### config.mk
export PLATFORM = sky130hd
export DESIGN_NAME = stream_mux
export DESIGN_NICKNAME = d
export VERILOG_FILES = /design/src/rtl/stream_mux.sv
export SDC_FILE = /design/constraint.sdc
export NUM_CORES = 1
export LEC_CHECK = 0
export ABC_CLOCK_PERIOD_IN_PS = 1410
export CORE_MARGIN = 1
export CORE_UTILIZATION = 33
export DETAILED_ROUTE_END_ITERATION = 16
export GPL_TIMING_DRIVEN = 1
export PLACE_DENSITY = 0.77
export SYNTH_ARGS = -nofsm -noshare
export SYNTH_HDL_FRONTEND = slang
export SYNTH_SLANG_ARGS = --single-unit
export TNS_END_PERCENT = 100
### constraint.sdc
create_clock -name clk -period 1.41 [get_ports clk]
set_input_delay 0.3525 -clock clk [delete_from_list [all_inputs] [get_ports clk]]
set_output_delay 0.3525 -clock clk [all_outputs]
set_load 0.02 [all_outputs]
### src/rtl/stream_mux.sv
// Registered N-channel stream multiplexer with valid/ready handshaking.
// Selection is direct (sel port), fixed priority or round-robin, chosen by MODE.
module stream_mux #(
   parameter int unsigned WIDTH    = 16,
   parameter int unsigned CHANNELS = 4,
   parameter int unsigned MODE     = 0,
   parameter int unsigned SEL_W    = 2
) (
   input  logic                      clk,
   input  logic                      rst_n,
   input  logic [SEL_W-1:0]          sel,
   input  logic [CHANNELS*WIDTH-1:0] in_data,
   input  logic [CHANNELS-1:0]       in_valid,
   output logic [CHANNELS-1:0]       in_ready,
   output logic [WIDTH-1:0]          out_data,
   output logic                      out_valid,
   input  logic                      out_ready,
   output logic [SEL_W-1:0]          out_sel
);

   logic                space;
   logic                grant_any;
   logic [SEL_W-1:0]    grant_idx;
   logic [CHANNELS-1:0] grant_oh;
   logic [WIDTH-1:0]    grant_word;
   logic                xfer;

   function automatic logic [SEL_W-1:0] lowest_idx(input logic [CHANNELS-1:0] v);
      logic [SEL_W-1:0] idx;
      idx = '0;
      for (int i = int'(CHANNELS) - 1; i >= 0; i--) begin
         if (v[i]) idx = SEL_W'(i);
      end
      return idx;
   endfunction

   assign space = ~out_valid | out_ready;

   generate
      if (MODE == 0) begin : g_direct
         // Out-of-range sel values match no channel, so they grant nothing.
         always_comb begin
            grant_any = 1'b0;
            grant_idx = '0;
            for (int unsigned i = 0; i < CHANNELS; i++) begin
               if (sel == SEL_W'(i) && in_valid[i]) begin
                  grant_any = 1'b1;
                  grant_idx = SEL_W'(i);
               end
            end
         end
      end else if (MODE == 1) begin : g_prio
         always_comb begin
            grant_any = |in_valid;
            grant_idx = lowest_idx(in_valid);
         end
      end else begin : g_rr
         logic [SEL_W-1:0]    ptr_q;
         logic [SEL_W-1:0]    ptr_d;
         logic [CHANNELS-1:0] upper_mask;
         logic [CHANNELS-1:0] upper_req;

         // Requests at or above ptr win first; otherwise wrap to the lowest request.
         always_comb begin
            upper_mask = '0;
            for (int unsigned i = 0; i < CHANNELS; i++) begin
               upper_mask[i] = (SEL_W'(i) >= ptr_q);
            end
            upper_req = in_valid & upper_mask;
            grant_any = |in_valid;
            grant_idx = (|upper_req) ? lowest_idx(upper_req) : lowest_idx(in_valid);
         end

         always_comb begin
            ptr_d = ptr_q;
            if (xfer) begin
               ptr_d = (grant_idx == SEL_W'(CHANNELS - 1)) ? '0 : grant_idx + SEL_W'(1);
            end
         end

         always_ff @(posedge clk or negedge rst_n) begin
            if (!rst_n) begin
               ptr_q <= '0;
            end else begin
               ptr_q <= ptr_d;
            end
         end
      end
   endgenerate

   always_comb begin
      grant_oh   = '0;
      grant_word = '0;
      for (int unsigned i = 0; i < CHANNELS; i++) begin
         if (grant_any && grant_idx == SEL_W'(i)) begin
            grant_oh[i] = 1'b1;
            grant_word  = in_data[i*WIDTH +: WIDTH];
         end
      end
   end

   // in_ready is forced low while reset is asserted, even though space is high.
   assign in_ready = rst_n ? (grant_oh & {CHANNELS{space}}) : '0;
   assign xfer     = rst_n & grant_any & space;

   always_ff @(posedge clk or negedge rst_n) begin
      if (!rst_n) begin
         out_valid <= 1'b0;
         out_data  <= '0;
         out_sel   <= '0;
      end else if (space) begin
         out_valid <= grant_any;
         if (grant_any) begin
            out_data <= grant_word;
            out_sel  <= grant_idx;
         end
      end
   end

endmodule

=== After elaboration in Yosys (flattened, before gate mapping) ===
Index checks and enable logic that the tools add are counted.

* Register bits: 19
* Input bits: 73
* Output and inout bits: 23
* Word-level logic and storage cells: 39

* Equality and inequality tests: 6
* Multiplexer cells: 16
* Bitwise gates (word level): 3
* Reductions and logical operators: 11

{| class="wikitable"
|+ Operators with widths
! kind !! number
|-
| two-way mux 16 bit || 4
|-
| two-way mux 1 bit || 9
|-
| == test 2 bit, second input constant || 4
|-
| logical AND 1 bit || 8
|-
| bitwise AND 4 bit || 1
|-
| == test 2 x 1 -> 1 bit, second input constant || 2
|-
| zero test 2 bit || 2
|-
| two-way mux 2 bit || 2
|-
| two-way mux 4 bit || 1
|-
| AND reduction 2 bit || 1
|-
| NOT 1 bit || 1
|-
| bitwise OR 1 bit || 1
|}

=== Longest topological paths before layout ===
Gate-level depths: netlist of the first run.

* Word-level depth: 11
* Depth in mapped cells: 7
* Depth with buffers taken out: 4

=== Worst setup path before layout of the first run ===
OpenSTA, ideal clock, no wires.

* Kind: reg-to-reg
* Start: register out_valid
* End: register out_data[0]
* Setup time: 125 ps
* Arrival: 1503 ps
* Required time: 1285 ps
* Setup slack: -218 ps
* Cell stages (with the launch flop): 5
* Clock period less this slack: 1628 ps
* Cell sequence: dfrtp_1 nand2_1 a31oi_4 buf_6 mux2_4

* Word-level cells in the longest chain between the ends: 3

{| class="wikitable"
|+ RTL lines
! item !! RTL line !! RTL
|-
| start: declaration || 16 || <nowiki>output logic out_valid,</nowiki>
|-
| start signal: assignment || 112 || <nowiki>out_valid <= grant_any;</nowiki>
|-
| NOT 1 bit || 37 || <nowiki>assign space = ~out_valid | out_ready;</nowiki>
|-
| bitwise OR 1 bit || 37 ||
|-
| AND reduction 2 bit (no line) || -- ||
|-
| end signal: assignment || 114 || <nowiki>out_data <= grant_word;</nowiki>
|-
| end: declaration || 15 || <nowiki>output logic [WIDTH-1:0] out_data,</nowiki>
|}

No other way between the ends.
A chain may end at the register's enable or synchronous reset.

=== Worst setup path after layout of the first run ===
* Start: register out_valid
* End: register out_data[1]

The elaborated chain is that of the path after synthesis.

==> metrics, run 1 <==
Fin Hold WS=0.333 ns; 1st-iter DRT viols=57; relative slew slack=76.9%; hold buffer count at CTS=0; Skew-Pair Late Insertion Delay=0.26 ns; # diodes=0; Max Cap Viol=0; Max Fclk=639 MHz; Worst EP arrival=1.71 ns; failing checks=setup timing; routed via count=1728; static leakage=1.28 nW; vias in the first global route=1660; Avg Inst Size Synth=8.42 um^2; startpoint class of the critical path=register; clock buffer count from CTS=3; count of cell types in the netlist=23; cells on worst reg2reg path=5; share of cells above drive strength 1=24.6%; Die H=68.8 um; crit end category=register; Die W=68.8 um; Peak VDD IR=0.000323 V; Fin Clk Skew=0.00532 ns; Buffers on Ports=95; Detailed Route WL=5200 um; FP Rows=23; critical-path maximum fanout=8; sequential share of the synthesized area=32.3%; Root Driver=clkbuf_8; final hold viol count=0; gp weighted congestion=0.760; peak per-stage delay on the critical path=0.43 ns; post-synth net total=248; WS Path Type=reg -> reg; # fillers=365; Final Total Pwr=2.13 mW; gr usage total=22.8%; area delta synth->final=86.4%; # IOs=96; hold crit path type=in -> async; CP max-delay cell=dfrtp_2; Starting Density=35.5%; clock period minus worst slack=1.57 ns; Bufs on Longest Clock Path=2; Setup TNS=-2.55 ns; drt wl/cell=15.5 um; H-tree lvl count=1; Slew Viols, Final=0; worst-margin pin slew=0.345 ns; drt drc=0; outcome=finished, violations left; setup ws final=-0.156 ns; Pre-antenna DRT Iters=4; register clock-pin slew on the reported worst setup and hold paths=0.08 ns; Nets=359; power density cells=776 nW/um^2; yosys warns=0; RSZ-0062 raised after global routing=true; Core Box Area=4140 um^2; Avg Vias per Cell=5.16; CTS tree=yes; Final Cycle Share=111%; most frequent cells in the layout=clkdlybuf4s50_1 (64), nand3_1 (49), nand2_1 (35), dlygate4sd2_1 (24), buf_4 (22); Num Clock Sinks=19; Mapped Area=1470 um^2; largest net degree at the start of global routing=20; Mapped Cells=175; initial antenna violation count=0; most frequent CP cell=buf_6; first-pass GRT wire length=7890 um; Post-DRT Antenna Nets=0; total global routing overflow=0; post-synthesis sequential element count=19; Final setup viols=21; worst-path cell chain=buf_6, a221oi_4, a31oi_4, buf_6, mux2_4; CP Data Required Time=1.56 ns; Die Area=4730 um^2; HPWL Detailed=3820 um; most common cell after layout, fill and taps aside=clkdlybuf4s50_1
==> area by class of cell <==
class,count,area [um^2],share of cell area (%)
multi-input cells,136,946,34.5
well taps,50,62.6,2.28
inverters,3,11.3,0.410
repair buffers,123,1200,43.8
clock buffers,4,45.0,1.64
flip-flops and latches,19,477,17.4
==> critical path: cells and delay by family (launching register included) <==
family / cells / cell delay (ns)
flops: 1 / 0.43
compound gates: 2 / 0.41
buf+inv: 2 / 0.31
mux: 1 / 0.30
==> layer usage <==
layer  up-vias  track usage (%)  part of all wire [%]
met3         4             3.95                   6.8
met1       824             28.1                    43
met2        59             40.0                    50
met5         -                0                     0
met4         0             7.91                  0.54
li1        841                -                     -
==> where the power goes <==
group / switching, mW / internal (mW) / leakage, nW
Clock: 0.197 / 0.201 / 0.0228
Sequential: 0.0607 / 0.655 / 0.242
Combinational: 0.454 / 0.563 / 1.01
Total: 0.712 / 1.42 / 1.28
==> sequential cells by signal (all words and copies together), names as in the netlist <==
register	count
out_data	16
out_sel	2
out_valid	1
==> per-stage QoR <==
step | cells | util (%) | setup slack [ns] | instance area, um^2
after floorplan | 175 | - | -0.164 | 1510
after global placement | 329 | 64.2 | -0.760 | 2660
after detailed placement | 329 | 64.2 | -0.798 | 2660
after CTS | 334 | 65.9 | -0.182 | 2730
after global routing | 335 | 66.2 | -0.213 | 2750
final | 335 | 66.2 | -0.156 | 2750
==> timing repair <==
action,4_1_cts,5_1_grt
setup endpoints to repair,40,21
gates cloned,1,0
resized for setup,65,4
buffers inserted,0,1
pin swaps,7,2
==> path summary, 6_finish.rpt <==
kind,startpoint,end,slack [ns]
min in group clk,out_sel[1],out_sel[1],0.50
max,out_valid,out_data[1],-0.16
max in group asynchronous,rst_n,out_valid,0.85
min reg2reg,out_sel[1],out_sel[1],0.50
max reg2reg,out_valid,out_data[1],-0.16
min,rst_n,out_data[13],0.33
==> Yosys cell counts <==
library cell / number / area, um^2
nor2b_1: 1 / 6.26
o21ai_2: 1 / 8.76
a32o_1: 1 / 10.0
nor2_1: 2 / 7.51
nand2_1: 39 / 146
o22a_1: 16 / 140
buf_6: 2 / 22.5
clkbuf_2: 1 / 5.00
nand3_1: 50 / 250
a31oi_4: 1 / 21.3
nor3_1: 3 / 15.0
buf_2: 8 / 40.0
mux2_2: 8 / 90.1
mux2_4: 9 / 135
a221oi_4: 1 / 26.3
clkbuf_1: 5 / 18.8
buf_4: 1 / 7.51
nand2b_1: 1 / 6.26
inv_1: 3 / 11.3
mux2i_1: 1 / 10.0
dfrtp_1: 19 / 475
o21ai_0: 1 / 5.00
nand2b_4: 1 / 13.8
==> cell families (layout without fill, tap and decap cells) <==
kind of cell,Yosys count,count (layout),share of synthesized area (%)
buf+inv,20,130,7.14
flops,19,19,32.3
compound gates,21,21,14.4
mux,18,18,16.0
simple gates,97,97,30.2
Note: power is estimated with default switching activity, not from simulation.
==> run 2, diff against run 1 <==
--- a/config.mk
+++ b/config.mk
@@ -11,6 +11,7 @@
 export DETAILED_ROUTE_END_ITERATION = 16
 export GPL_TIMING_DRIVEN = 1
 export PLACE_DENSITY = 0.77
+export SKIP_LAST_GASP = 1
 export SYNTH_ARGS = -nofsm -noshare
 export SYNTH_HDL_FRONTEND = slang
 export SYNTH_SLANG_ARGS = --single-unit
==> results of run 2 <==
The final DEF is identical to that of run 1; final timing and power are the same.
==> run 3, diff against run 2 <==
--- a/config.mk
+++ b/config.mk
@@ -6,11 +6,12 @@
 export NUM_CORES = 1
 export LEC_CHECK = 0
 export ABC_CLOCK_PERIOD_IN_PS = 1410
-export CORE_MARGIN = 1
-export CORE_UTILIZATION = 33
+export CORE_MARGIN = 2
+export CORE_UTILIZATION = 34
+export CTS_BUF_LIST = sky130_fd_sc_hd__clkbuf_8
 export DETAILED_ROUTE_END_ITERATION = 16
 export GPL_TIMING_DRIVEN = 1
-export PLACE_DENSITY = 0.77
+export PLACE_DENSITY = 0.79
 export SKIP_LAST_GASP = 1
 export SYNTH_ARGS = -nofsm -noshare
 export SYNTH_HDL_FRONTEND = slang
==> metrics, run 3 (synthesis gave the netlist of run 1 again) <==
outcome=finished, violations left; failing checks=setup timing; Final Cycle Share=114% (+2.5 points); CTS tree=yes; Max Fclk=624 MHz (-2.2%); Bufs and invs on worst path=3 (+1); Largest regs=out_data x16, out_sel x2, out_valid x1; Buffers on Ports=95 (unchanged); R2R Setup Slk=-0.19 ns (-0.04 ns); Fin Clk Skew=0.00240 ns (-0.00292 ns); crit end category=register; # IOs=96 (unchanged); reg-to-reg endpoint=out_data[5]; worst-margin pin slew=0.402 ns (+0.0569 ns); Core Box Area=4090 um^2 (-1.4%); RSZ-0062 raised after global routing=true; peak per-stage delay on the critical path=0.42 ns (about the same); largest net degree at the start of global routing=20 (unchanged); gp weighted congestion=0.815 (+7.2%); most common cell after layout, fill and taps aside=clkdlybuf4s50_1; Top reg by flops=out_data; H-tree lvl count=1 (unchanged); CP Data Required Time=1.55 ns (about the same); Final setup viols=22 (+4.8%); critical-path maximum fanout=4 (-4); Final Non-Filler Cells=337 (+0.60%); worst slack, placed=-0.958 ns (-0.159 ns); gr usage total=22.1% (-0.79 points); 1st-iter DRT viols=88 (+54%); Max Cap Viol=0 (unchanged); share of cells above drive strength 1=25.1% (+0.53 points); relative slew slack=73.1% (-3.8 points); Die W=69.8 um (+1.5%); WS Path Type=reg -> reg; setup ws final=-0.191 ns (-0.0358 ns); power density cells=775 nW/um^2 (-0.18%); Num Clock Sinks=19 (unchanged); worst-path cell chain=buf_6, a221oi_4, a31oi_4, buf_6, buf_16, mux2_2; final core occ=67.3% (+1.1 points); most frequent cells in the layout=clkdlybuf4s50_1 (64), nand3_1 (49), nand2_1 (35), dlygate4sd2_1 (25), buf_4 (24); total global routing overflow=0 (unchanged); Die H=69.8 um (+1.5%); Final Cell Area=2750 um^2 (+0.18%); Setup TNS=-2.86 ns (-0.311 ns); clock buffer count from CTS=3 (unchanged); final hold viol count=0 (unchanged); Post-DRT Antenna Nets=0 (unchanged); Nets=361 (+0.56%); clock period minus worst slack=1.60 ns (+0.0358 ns); Skew-Pair Late Insertion Delay=0.25 ns (about the same); routed via count=1747 (+1.1%); drt drc=0 (unchanged); Fin Hold WS=0.387 ns (+0.0546 ns); FP Rows=23 (unchanged); dpl cells=326 (-0.91%); crit-path leading delay family=compound AO/OA/AOI/OAI gates; Critical R2R Launch=out_valid; Avg Vias per Cell=5.18 (+0.50%); vias in the first global route=1821 (+9.7%); CP max-delay cell=dfrtp_2; static leakage=1.28 nW (+0.14%); Slew Viols, Final=0 (unchanged); hold crit path type=in -> async; cells on worst reg2reg path=6 (+1); Final Total Pwr=2.13 mW (about the same); Peak VDD IR=0.000439 V (+36%); Pre-antenna DRT Iters=4 (unchanged); register clock-pin slew on the reported worst setup and hold paths=0.07 ns (about the same); Starting Density=36.0% (+0.50 points); Cell Area, Placed=2610 um^2 (-1.8%); # diodes=0 (unchanged); area delta synth->final=86.7%; initial antenna violation count=0 (unchanged); Root Driver=clkbuf_8; first-pass GRT wire length=8690 um (+10%); Worst EP arrival=1.74 ns (+0.03 ns); HPWL Detailed=3920 um (+2.8%); Bufs on Longest Clock Path=2 (unchanged); most frequent CP cell=buf_6; drt wl/cell=16.0 um (+3.2%); startpoint class of the critical path=register; max reg flops=16 (unchanged); Detailed Route WL=5400 um (+3.9%); Die Area=4870 um^2 (+3.0%)
-- run 3: worst max-delay path by stage --
stage,from,endpoint,slack [ns],cells after the start
final,out_valid,out_data[5],-0.19,6
after detailed placement,sel[1],out_data[7],-0.96,6
after floorplan,sel[1],out_data[0],-0.16,6
after global placement,sel[1],out_data[4],-0.90,6
after global routing,out_valid,out_data[5],-0.25,6
after CTS,out_valid,out_data[13],-0.23,6
-- run 3: final cells by class --
class                      instances  area, um^2
sequential                        19         477
fill                             352        1340
clock buffer                       3        41.3
tap                               50        62.6
timing repair buffer             125        1190
multi-input combinational        136         963
clock inverter                     1        3.75
inverter                           3        11.3
-- run 3: per-layer routing --
metal  vias up  GRT usage (%)  routed length (um)
met5         -              0                   0
met4         0           4.06                  39
met3         4           2.76                 372
met2        64           38.3                2760
met1       832           29.5                2230
li1        847              -                   -
-- run 3: what timing repair did --
item,4_1_cts,5_1_grt
hold buffers,0,0
cloned,2,0
endpoints found under the hold margin,0,0
setup buffers,6,1
endpoints found under the setup margin,42,22
gates resized for setup,63,11
pin swaps,5,5
-- run 3: where the power goes --
group,switching [mW],internal [mW]
sequential,0.0595,0.655
combinational,0.465,0.569
clock,0.189,0.193
total,0.714,1.42
-- run 3: worst reg2reg max path, delay by kind of cell, from the launching register on --
kind	cells	cell delay (ns)
AOI/OAI and AO/OA	2	0.42
buffers and inverters	3	0.39
muxes	1	0.26
DFF	1	0.42
